$ cat config.mk
export PLATFORM = sky130hd
export DESIGN_NAME = seq_divider_flat
export DESIGN_NICKNAME = d
export VERILOG_FILES = /design/src/rtl/seq_divider_pkg.sv /design/src/rtl/seq_divider_if.sv /design/src/rtl/seq_divider_div_step.sv /design/src/rtl/seq_divider.sv /design/src/flat_wrapper.sv
export SDC_FILE = /design/constraint.sdc
export NUM_CORES = 1
export LEC_CHECK = 0
export CAP_MARGIN = 20
export CORE_AREA = 2 2 72 81
export DETAILED_ROUTE_END_ITERATION = 8
export DIE_AREA = 0 0 74 83
export PLACE_DENSITY = 0.78
export SLEW_MARGIN = 20
export SYNTH_ARGS = -nofsm -noshare
export SYNTH_HDL_FRONTEND = slang
export SYNTH_SLANG_ARGS = --single-unit
$ cat constraint.sdc
create_clock -name clk -period 2.55 [get_ports clk]
set_clock_uncertainty 0.2 [all_clocks]
set_input_delay 0.255 -clock clk [delete_from_list [all_inputs] [get_ports clk]]
set_output_delay 0.255 -clock clk [all_outputs]
set_load 0.01 [all_outputs]
$ cat src/rtl/seq_divider_pkg.sv
// -----------------------------------------------------------------------------
// seq_divider_pkg
// Shared types and constants for the iterative restoring divider.
//   div_state_t   : controller states (FIX is only reachable in the signed build)
//   SEQ_DIV_WIDTH : default operand width
//   SEQ_DIV_CNT_W : iteration counter width for the default operand width
//   cnt_width()   : counter width for an arbitrary operand width
// Optional feature macro: SEQ_DIVIDER_SIGNED_EN (see seq_divider.sv)
// -----------------------------------------------------------------------------
package seq_divider_pkg;

    localparam int SEQ_DIV_WIDTH = 8;
    localparam int SEQ_DIV_CNT_W = $clog2(SEQ_DIV_WIDTH);

    typedef enum logic [1:0] {
        IDLE = 2'd0,
        CALC = 2'd1,
        FIX  = 2'd2,
        DONE = 2'd3
    } div_state_t;

    // The counter must hold WIDTH-1; keep at least one bit for tiny widths.
    function automatic int cnt_width(input int width);
        return (width > 1) ? $clog2(width) : 1;
    endfunction

endpackage

$ cat src/rtl/seq_divider_if.sv
// -----------------------------------------------------------------------------
// seq_divider_if
// Start/done handshake and operand/result bus between a sequencer and the
// divider.
//   start, dividend, divisor          : sequencer -> divider
//   ready, done, quotient, remainder,
//   div_by_zero                       : divider -> sequencer
// Modports: master (sequencer side), slave (divider side).
// -----------------------------------------------------------------------------
interface seq_divider_if
    import seq_divider_pkg::*;
#(
    parameter int WIDTH = SEQ_DIV_WIDTH
) ();

    logic             start;
    logic [WIDTH-1:0] dividend;
    logic [WIDTH-1:0] divisor;
    logic             ready;
    logic             done;
    logic [WIDTH-1:0] quotient;
    logic [WIDTH-1:0] remainder;
    logic             div_by_zero;

    modport master (
        output start, dividend, divisor,
        input  ready, done, quotient, remainder, div_by_zero
    );

    modport slave (
        input  start, dividend, divisor,
        output ready, done, quotient, remainder, div_by_zero
    );

endinterface

$ cat src/rtl/seq_divider_div_step.sv
// -----------------------------------------------------------------------------
// div_step
// One purely combinational restoring-division iteration.
//   p      : current partial remainder (WIDTH+1 bits)
//   q_in   : next dividend bit shifted in (MSB of the Q shift register)
//   d      : divisor
//   p_next : partial remainder after the trial subtraction / restore
//   q_bit  : quotient bit produced by this iteration
// -----------------------------------------------------------------------------
module div_step
    import seq_divider_pkg::*;
#(
    parameter int WIDTH = SEQ_DIV_WIDTH
) (
    input  logic [WIDTH:0]   p,
    input  logic             q_in,
    input  logic [WIDTH-1:0] d,
    output logic [WIDTH:0]   p_next,
    output logic             q_bit
);

    // The partial remainder is always < d, so its top bit is zero; carrying
    // one extra bit through the subtraction keeps the sign of the trial result
    // unambiguous without relying on that invariant.
    logic [WIDTH+1:0] shifted;
    logic [WIDTH+1:0] trial;

    assign shifted = {p, q_in};
    assign trial   = shifted - {2'b00, d};

    // Non-negative trial: keep the difference and emit a 1; otherwise restore.
    assign q_bit  = ~trial[WIDTH+1];
    assign p_next = trial[WIDTH+1] ? shifted[WIDTH:0] : trial[WIDTH:0];

endmodule

$ cat src/rtl/seq_divider.sv
// -----------------------------------------------------------------------------
// seq_divider
// Iterative restoring divider, one quotient bit per clock, start/done handshake.
//   clk     : system clock, rising edge
//   arst_n  : asynchronous active-low reset
//   bus     : seq_divider_if.slave
//               start/dividend/divisor in; ready/done/quotient/remainder/
//               div_by_zero out (all outputs registered)
// Latency: done in cycle WIDTH+1 after the start edge, cycle 1 for a zero
// divisor.
// Optional feature macro: SEQ_DIVIDER_SIGNED_EN
//   Two's-complement operands; magnitudes are divided and a FIX state applies
//   the signs (quotient truncates toward zero, remainder follows the dividend),
//   adding one cycle of latency.
// -----------------------------------------------------------------------------
module seq_divider
    import seq_divider_pkg::*;
#(
    parameter int WIDTH = SEQ_DIV_WIDTH
) (
    input  logic          clk,
    input  logic          arst_n,
    seq_divider_if.slave  bus
);

    localparam int               CNT_W    = cnt_width(WIDTH);
    localparam logic [CNT_W-1:0] CNT_LAST = CNT_W'(WIDTH - 1);

    div_state_t       state_reg;
    logic [WIDTH:0]   p_reg;
    logic [WIDTH-1:0] q_reg;
    logic [WIDTH-1:0] d_reg;
    logic [CNT_W-1:0] cnt_reg;

    logic             ready_reg;
    logic             done_reg;
    logic [WIDTH-1:0] quotient_reg;
    logic [WIDTH-1:0] remainder_reg;
    logic             div_by_zero_reg;

    logic [WIDTH:0]   step_p;
    logic             step_q;
    logic [WIDTH-1:0] q_shifted;

    logic [WIDTH-1:0] dividend_mag;
    logic [WIDTH-1:0] divisor_mag;

`ifdef SEQ_DIVIDER_SIGNED_EN
    logic             neg_q_reg;
    logic             neg_r_reg;

    // The core only divides magnitudes. The most-negative value maps onto
    // itself, which read as unsigned is exactly its magnitude.
    assign dividend_mag = bus.dividend[WIDTH-1] ? -bus.dividend : bus.dividend;
    assign divisor_mag  = bus.divisor[WIDTH-1]  ? -bus.divisor  : bus.divisor;
`else
    assign dividend_mag = bus.dividend;
    assign divisor_mag  = bus.divisor;
`endif

    div_step #(
        .WIDTH (WIDTH)
    ) u_div_step (
        .p      (p_reg),
        .q_in   (q_reg[WIDTH-1]),
        .d      (d_reg),
        .p_next (step_p),
        .q_bit  (step_q)
    );

    assign q_shifted = {q_reg[WIDTH-2:0], step_q};

    always_ff @(posedge clk or negedge arst_n) begin
        if (!arst_n) begin
            state_reg       <= IDLE;
            p_reg           <= '0;
            q_reg           <= '0;
            d_reg           <= '0;
            cnt_reg         <= '0;
            ready_reg       <= 1'b1;
            done_reg        <= 1'b0;
            quotient_reg    <= '0;
            remainder_reg   <= '0;
            div_by_zero_reg <= 1'b0;
`ifdef SEQ_DIVIDER_SIGNED_EN
            neg_q_reg       <= 1'b0;
            neg_r_reg       <= 1'b0;
`endif
        end else begin
            done_reg <= 1'b0;
            case (state_reg)
                IDLE: begin
                    if (bus.start) begin
                        q_reg     <= dividend_mag;
                        d_reg     <= divisor_mag;
                        p_reg     <= '0;
                        cnt_reg   <= CNT_LAST;
                        ready_reg <= 1'b0;
`ifdef SEQ_DIVIDER_SIGNED_EN
                        neg_q_reg <= bus.dividend[WIDTH-1] ^ bus.divisor[WIDTH-1];
                        neg_r_reg <= bus.dividend[WIDTH-1];
`endif
                        if (bus.divisor == '0) begin
                            // Skip the iterations; the raw dividend is
                            // reported as the remainder.
                            quotient_reg    <= '1;
                            remainder_reg   <= bus.dividend;
                            div_by_zero_reg <= 1'b1;
                            done_reg        <= 1'b1;
                            state_reg       <= DONE;
                        end else begin
                            state_reg <= CALC;
                        end
                    end
                end

                CALC: begin
                    p_reg <= step_p;
                    q_reg <= q_shifted;
                    if (cnt_reg == '0) begin
`ifdef SEQ_DIVIDER_SIGNED_EN
                        state_reg <= FIX;
`else
                        // Results are loaded together with done so they are
                        // valid in the same cycle as the pulse.
                        quotient_reg    <= q_shifted;
                        remainder_reg   <= step_p[WIDTH-1:0];
                        div_by_zero_reg <= 1'b0;
                        done_reg        <= 1'b1;
                        state_reg       <= DONE;
`endif
                    end else begin
                        cnt_reg <= cnt_reg - CNT_W'(1);
                    end
                end

`ifdef SEQ_DIVIDER_SIGNED_EN
                FIX: begin
                    quotient_reg    <= neg_q_reg ? -q_reg : q_reg;
                    remainder_reg   <= neg_r_reg ? -p_reg[WIDTH-1:0] : p_reg[WIDTH-1:0];
                    div_by_zero_reg <= 1'b0;
                    done_reg        <= 1'b1;
                    state_reg       <= DONE;
                end
`endif

                DONE: begin
                    state_reg <= IDLE;
                    ready_reg <= 1'b1;
                end

                default: begin
                    state_reg <= IDLE;
                    ready_reg <= 1'b1;
                end
            endcase
        end
    end

    assign bus.ready       = ready_reg;
    assign bus.done        = done_reg;
    assign bus.quotient    = quotient_reg;
    assign bus.remainder   = remainder_reg;
    assign bus.div_by_zero = div_by_zero_reg;

endmodule

$ cat src/flat_wrapper.sv
// flat-port wrapper written by rule: the top's interface ports become plain ports
module seq_divider_flat import seq_divider_pkg::*;
#(
    parameter int WIDTH = SEQ_DIV_WIDTH
)
  (clk, arst_n, bus_start, bus_dividend, bus_divisor, bus_ready, bus_done, bus_quotient, bus_remainder, bus_div_by_zero);
  seq_divider_if #(.WIDTH(WIDTH)) bus_i ();
  input  logic clk;
  input  logic arst_n;
  input wire logic [$bits(bus_i.start)-1:0] bus_start;
  input wire logic [$bits(bus_i.dividend)-1:0] bus_dividend;
  input wire logic [$bits(bus_i.divisor)-1:0] bus_divisor;
  output wire logic [$bits(bus_i.ready)-1:0] bus_ready;
  output wire logic [$bits(bus_i.done)-1:0] bus_done;
  output wire logic [$bits(bus_i.quotient)-1:0] bus_quotient;
  output wire logic [$bits(bus_i.remainder)-1:0] bus_remainder;
  output wire logic [$bits(bus_i.div_by_zero)-1:0] bus_div_by_zero;
  assign bus_i.start = bus_start;
  assign bus_i.dividend = bus_dividend;
  assign bus_i.divisor = bus_divisor;
  assign bus_ready = bus_i.ready;
  assign bus_done = bus_i.done;
  assign bus_quotient = bus_i.quotient;
  assign bus_remainder = bus_i.remainder;
  assign bus_div_by_zero = bus_i.div_by_zero;
  seq_divider #(.WIDTH(WIDTH)) u_core (.clk(clk), .arst_n(arst_n), .bus(bus_i));
endmodule
# [Word-level counts from Yosys, hierarchy flattened]
# Index checks and enable logic that the tools add are counted.
[op_classes] addsub=2 eq_ne=5 mux=30 bitwise_logic=2 n_reduce_logical=10
[op_table] operator="8-bit two-way mux" n=7
[op_table] operator="8-bit one-hot mux with 2 select lines" n=3
[op_table] operator="9-bit two-way mux" n=2
[op_table] operator="9-bit one-hot mux with 2 select lines" n=1
[op_table] operator="10-bit by 8-bit subtractor with 10-bit output" n=1
[op_table] operator="8-bit zero test" n=1
[op_table] operator="2-bit AND reduction" n=4
[op_table] operator="1-bit two-way mux" n=7
[op_table] operator="2-bit two-way mux" n=3
[op_table] operator="3-bit two-way mux" n=2
[op_table] operator="1-bit one-hot mux with 2 select lines" n=3
[op_table] operator="3-bit one-hot mux with 2 select lines" n=1
[op_table] operator="2-bit by 1-bit inequality test with 1-bit output (second input constant)" n=2
[op_table] operator="2-bit inequality test (second input constant)" n=2
[op_table] operator="2-bit one-hot mux with 2 select lines" n=1
[op_table] operator="4-bit AND reduction" n=1
[op_table] operator="3-bit zero test" n=1
[op_table] operator="3-bit AND reduction" n=1
[op_table] operator="3-bit by 1-bit subtractor with 3-bit output (second input constant)" n=1
[op_table] operator="2-bit by 1-bit equality test with 1-bit output (second input constant)" n=1
[op_table] operator="2-bit zero test" n=1
[op_table] operator="1-bit inverter" n=2
[op_table] operator="2-bit nonzero test" n=1
[totals] register_bits=49 in_bits=19 output_inout_bits=19

# [Logic depth before layout (Yosys ltp)]
[logic_depth] depth_word=4 depth_mapped=10 depth_no_buf=10

# [Modules after synthesis]
# A second synthesis with hierarchy kept.
[hier_totals] hier_cells=233 hier_area_um2=2745.1
[by_module_without_submodules] module="seq_divider" instances=1 cells_each=166 area_per_inst_um2=2217.1 seq_area_each_um2=1227.4
[by_module_without_submodules] module="div_step" instances=1 cells_each=67 area_per_inst_um2=528.0 seq_area_each_um2=0.0

# [Least setup slack after synthesis]
# No wires, ideal clock.
[synth_timing] path_kind="reg-to-reg" startpoint="reg u_core.p_reg[1]" endpoint="reg u_core.remainder_reg[5] (netlist: u_core.bus.remainder[5])" arrival_time_ns=2.267 required_ns=2.224 setup_slack_ns=-0.043 path_stages_with_launch=9 n_path_buf=1 synth_period_minus_slack_ns=2.593 path_cell_list="dfrtp_1 > ha_1 > a21oi_2 > a211oi_1 > or4_1 > buf_2 > and2_4 > and3_1 > o32a_1"
[synth_between] elab_chain_len=4
[synth_lines] item="from (decl)" line_no="seq_divider.sv:30" source="logic [WIDTH:0] p_reg;"
[synth_lines] item="from (signal assigned)" line_no="seq_divider.sv:118" source="p_reg <= step_p;"
[synth_lines] item="10-bit by 8-bit subtractor with 10-bit output" line_no="seq_divider_div_step.sv:29" source="assign trial = shifted - {2'b00, d};"
[synth_lines] item="9-bit two-way mux" line_no="seq_divider_div_step.sv:33" source="assign p_next = trial[WIDTH+1] ? shifted[WIDTH:0] : trial[WIDTH:0];"
[synth_lines] item="8-bit two-way mux" line_no="seq_divider.sv:120" source="if (cnt_reg == '0) begin"
[synth_lines] item="8-bit one-hot mux with 2 select lines" line_no="seq_divider.sv:91" source="case (state_reg)"
[synth_lines] item="to (signal assigned)" line_no="seq_divider.sv:107" source="remainder_reg <= bus.dividend;"
[synth_lines] item="to (signal assigned)" line_no="seq_divider.sv:127" source="remainder_reg <= step_p[WIDTH-1:0];"
[synth_lines] item="to (decl)" line_no="seq_divider.sv:38" source="logic [WIDTH-1:0] remainder_reg;"
# No other way between the ends. The select of a mux whose other input is x is not followed.
# A chain may end at the register's enable or synchronous reset.

# [Worst setup path after layout]
[layout_timing] startpoint="reg u_core.q_reg[7]" endpoint="reg u_core.remainder_reg[5] (netlist: u_core.bus.remainder[5])"
[layout_between] elab_chain_len=4
[layout_lines] item="from (decl)" line_no="seq_divider.sv:31" source="logic [WIDTH-1:0] q_reg;"
[layout_lines] item="from (signal assigned)" line_no="seq_divider.sv:94" source="q_reg <= dividend_mag;"
[layout_lines] item="from (signal assigned)" line_no="seq_divider.sv:119" source="q_reg <= q_shifted;"
[layout_lines] item="10-bit by 8-bit subtractor with 10-bit output" line_no="seq_divider_div_step.sv:29"
[layout_lines] item="9-bit two-way mux" line_no="seq_divider_div_step.sv:33"
[layout_lines] item="8-bit two-way mux" line_no="seq_divider.sv:120"
[layout_lines] item="8-bit one-hot mux with 2 select lines" line_no="seq_divider.sv:91"
# No other way between the ends. The select of a mux whose other input is x is not followed.

==> results.md <==
- Status: finished, final reports clean
- Max reg flops: 9
- Synth Cell Area: 2470 um^2
- Routed wire length: 6130 um
- H-tree depth: 2
- Post-route setup TNS: 0 ns
- Post-route cell area: 3250 um^2
- Fraction of layout cells with a size suffix above 1: 17.4%
- Dominant combinational cell family by area after synthesis: compound AO/OA/AOI/OAI gates
- Worst vdd ir: 0.000759 V
- Post-synth ARST share: 100%
- WP data arrival: 2.54 ns
- Top cell type's share of synthesized area: 48.5%
- CTS Buf Count: 5
- Worst-path cell chain: inv_1 -> ha_2 -> buf_4 -> nand3b_1 -> a211oi_2 -> or4_4 -> and2_4 -> and3_1 -> o32a_1
- GRT Total Usage: 21.5%
- Vias: 2125
- Netlist cell types: 46
- Max-capacitance violation count: 0
- Final Cycle Share: 99.8%
- Commonest cells after routing, fill and taps aside: nand2_1, dfrtp_1, clkdlybuf4s50_1, buf_4, o21ai_0
- Initial drt markers: 102
- Power, Total: 0.00529 W
- Worst R2R Start: u_core.q_reg[7]
- RSZ-0062 raised after global routing: yes
- Setup violations, final: 0
- Port bufs: 37
- Fmax: 393 MHz
- Simple logic cell fraction of the synthesized area: 15.6%
- Setup slack after layout: 0.00527 ns
- Xor and xnor area share after synthesis: 2.12%
- Mapped Cells: 261
- Setup WS pre-CTS: -0.00103 ns
- Avg Cell Area, Syn: 9.48 um^2
- DP HPWL: 4530 um
- Util after Layout: 61.5%
- CP peak stage delay: 0.53 ns
- Die height: 83 um
- Total I/O pin count: 38
- Hold WC Path Type: input port to async pin
- Via-to-Cell Ratio: 5.37
- Gpl congestion: 0.857
- Min Tclk post-route: 2.54 ns
- Antenna violations before repair: 0
- Type of the worst setup path: flip-flop to flip-flop
- Vias in the first global route: 2128
- Commonest non-fill, non-tap cell in the layout: nand2_1
- Fin nets: 350
- First-pass DRT Iterations: 4
- Startpoint types: flip-flop
- Synthesis-stage register bit count: 49
- CTS tree: yes
- Post-synth EDFFs: 0
- Adder-cell share of the synthesized area: 5.86%
- Global-route wire length before repair: 10200 um
- Antenna violation net count after detailed routing: 0
- Compound-cell area share of the yosys netlist: 20.5%
- Rel. slew slack: 65.1%
- Clock sinks: 49
- Hold Vio Cnt, Final: 0
- Crit-path max FO: 5
- DR WL/cell: 15.5 um
- Yosys Warn Count: 0
- Row Count: 28
- Core box area: 5290 um^2
- Synth area leader: dfrtp_1
- CP startpoint: u_core.q_reg[7]
- Area of the die: 6140 um^2
- Worst Tran Pin Value: 0.524 ns
- Worst Path Required: 2.55 ns
- Register area share after synthesis: 49.6%
- Die Width: 74 um
- Reg clk slew, reported paths: 0.09 ns
- Grt total ovfl: 0
- CP endpoint kind: flip-flop
- Cell Area, Placed: 3090 um^2
- Mux cell area share after synthesis: 1.67%
- PD cells: 1620 nW/um^2
- Fin. max-slew vios: 0
- Leak: 1.46 nW
- Largest net degree at the start of global routing: 25
- Root buf cell: clkbuf_8
- Slowest CP cell: or4_4
- Detailed-route DRC error count: 0
- Ranking of synthesized cells by area: dfrtp_1, nand2_1, ha_1
- Ant diodes: 0
- Worst-Skew Late Latency: 0.30 ns
- Initial Utilization: 46.8%
- Area Overhead vs Synth: 31.5%
- Synthesized netlist net count: 291
- Ys flop type: dfrtp_1
- Max Root-Sink Buffers: 2
## cells in the mapped netlist, types with 3 or more instances
library cell	number
a21o_1	7
a21oi_1	13
a31oi_1	10
clkbuf_1	9
dfrtp_1	48
ha_1	10
inv_1	17
mux2i_1	3
nand2_1	49
nand3_1	5
nor2_1	16
o21ai_0	19
o22a_1	8
xor2_1	5
## final timing paths
check / end / slack [ns] / cells past startpoint
min reg2reg: u_core.cnt_reg[0] / 0.28 / 1
max: u_core.bus.remainder[5] / 0.005 / 9
min: u_core.bus.done / 0.25 / 2
max reg2reg: u_core.bus.remainder[5] / 0.005 / 9
min in group clk: u_core.cnt_reg[0] / 0.28 / 1
max in group asynchronous: u_core.bus.ready / 1.24 / 3
## worst max-delay path: cells and delay by family, from the launching register on
kind / cells / cell delay [ns]
buf+inv: 2 / 0.18
compound gates: 2 / 0.44
simple gates: 4 / 1.05
fa+ha+maj: 1 / 0.18
flops: 1 / 0.38
## through the flow
| step | std cells | hold slack, ns |
|---|---|---|
| after floorplan | 261 | -0.241 |
| after global placement | 384 | 0.0633 |
| after detailed placement | 384 | 0.0710 |
| after CTS | 394 | 0.273 |
| after global routing | 396 | 0.315 |
| final | 396 | 0.248 |
## cells by family after synthesis
logic type,Yosys count
XOR/XNOR,6
AO/OA/AOI/OAI,75
multiplexers,4
flip-flops,49
adder cells (fa/ha/maj),11
buffers and inverters,29
AND/OR/NAND/NOR,87
## final cells by class
type                    count  area (um^2)
clock buffers               6         72.6
fillers                   433         2040
clock inverters             2         13.8
inverters                  17         63.8
flip-flops and latches     49         1230
repair buffers             63          563
well taps                  75         93.8
multi-input cells         184         1220
## per-layer routing
| metal | vias to the layer above | part of all wire (%) | global-route usage, % |
|---|---|---|---|
| li1 | 1033 | - | - |
| met1 | 1041 | 43 | 27.9 |
| met2 | 41 | 51 | 35.6 |
| met3 | 10 | 2.9 | 4.13 |
| met4 | 0 | 2.3 | 6.94 |
| met5 | - | 0 | 0 |
## power by group
group          total [W]  switching [W]  internal, W  leakage (nW)
clock           0.000454       0.000258     0.000196        0.0456
combinational    0.00338        0.00174      0.00164         0.833
sequential       0.00145       0.000269      0.00118         0.585
## timing repair
item | CTS | global route
hold buffers | 1 | 0
gates cloned | 1 | 0
endpoints found under the hold margin | 22 | 0
buffers inserted | 0 | 2
gates resized for setup | 2 | 12
pin swaps | 0 | 3
setup endpoints to repair | 2 | 13
(Power assumes the default switching activity.)
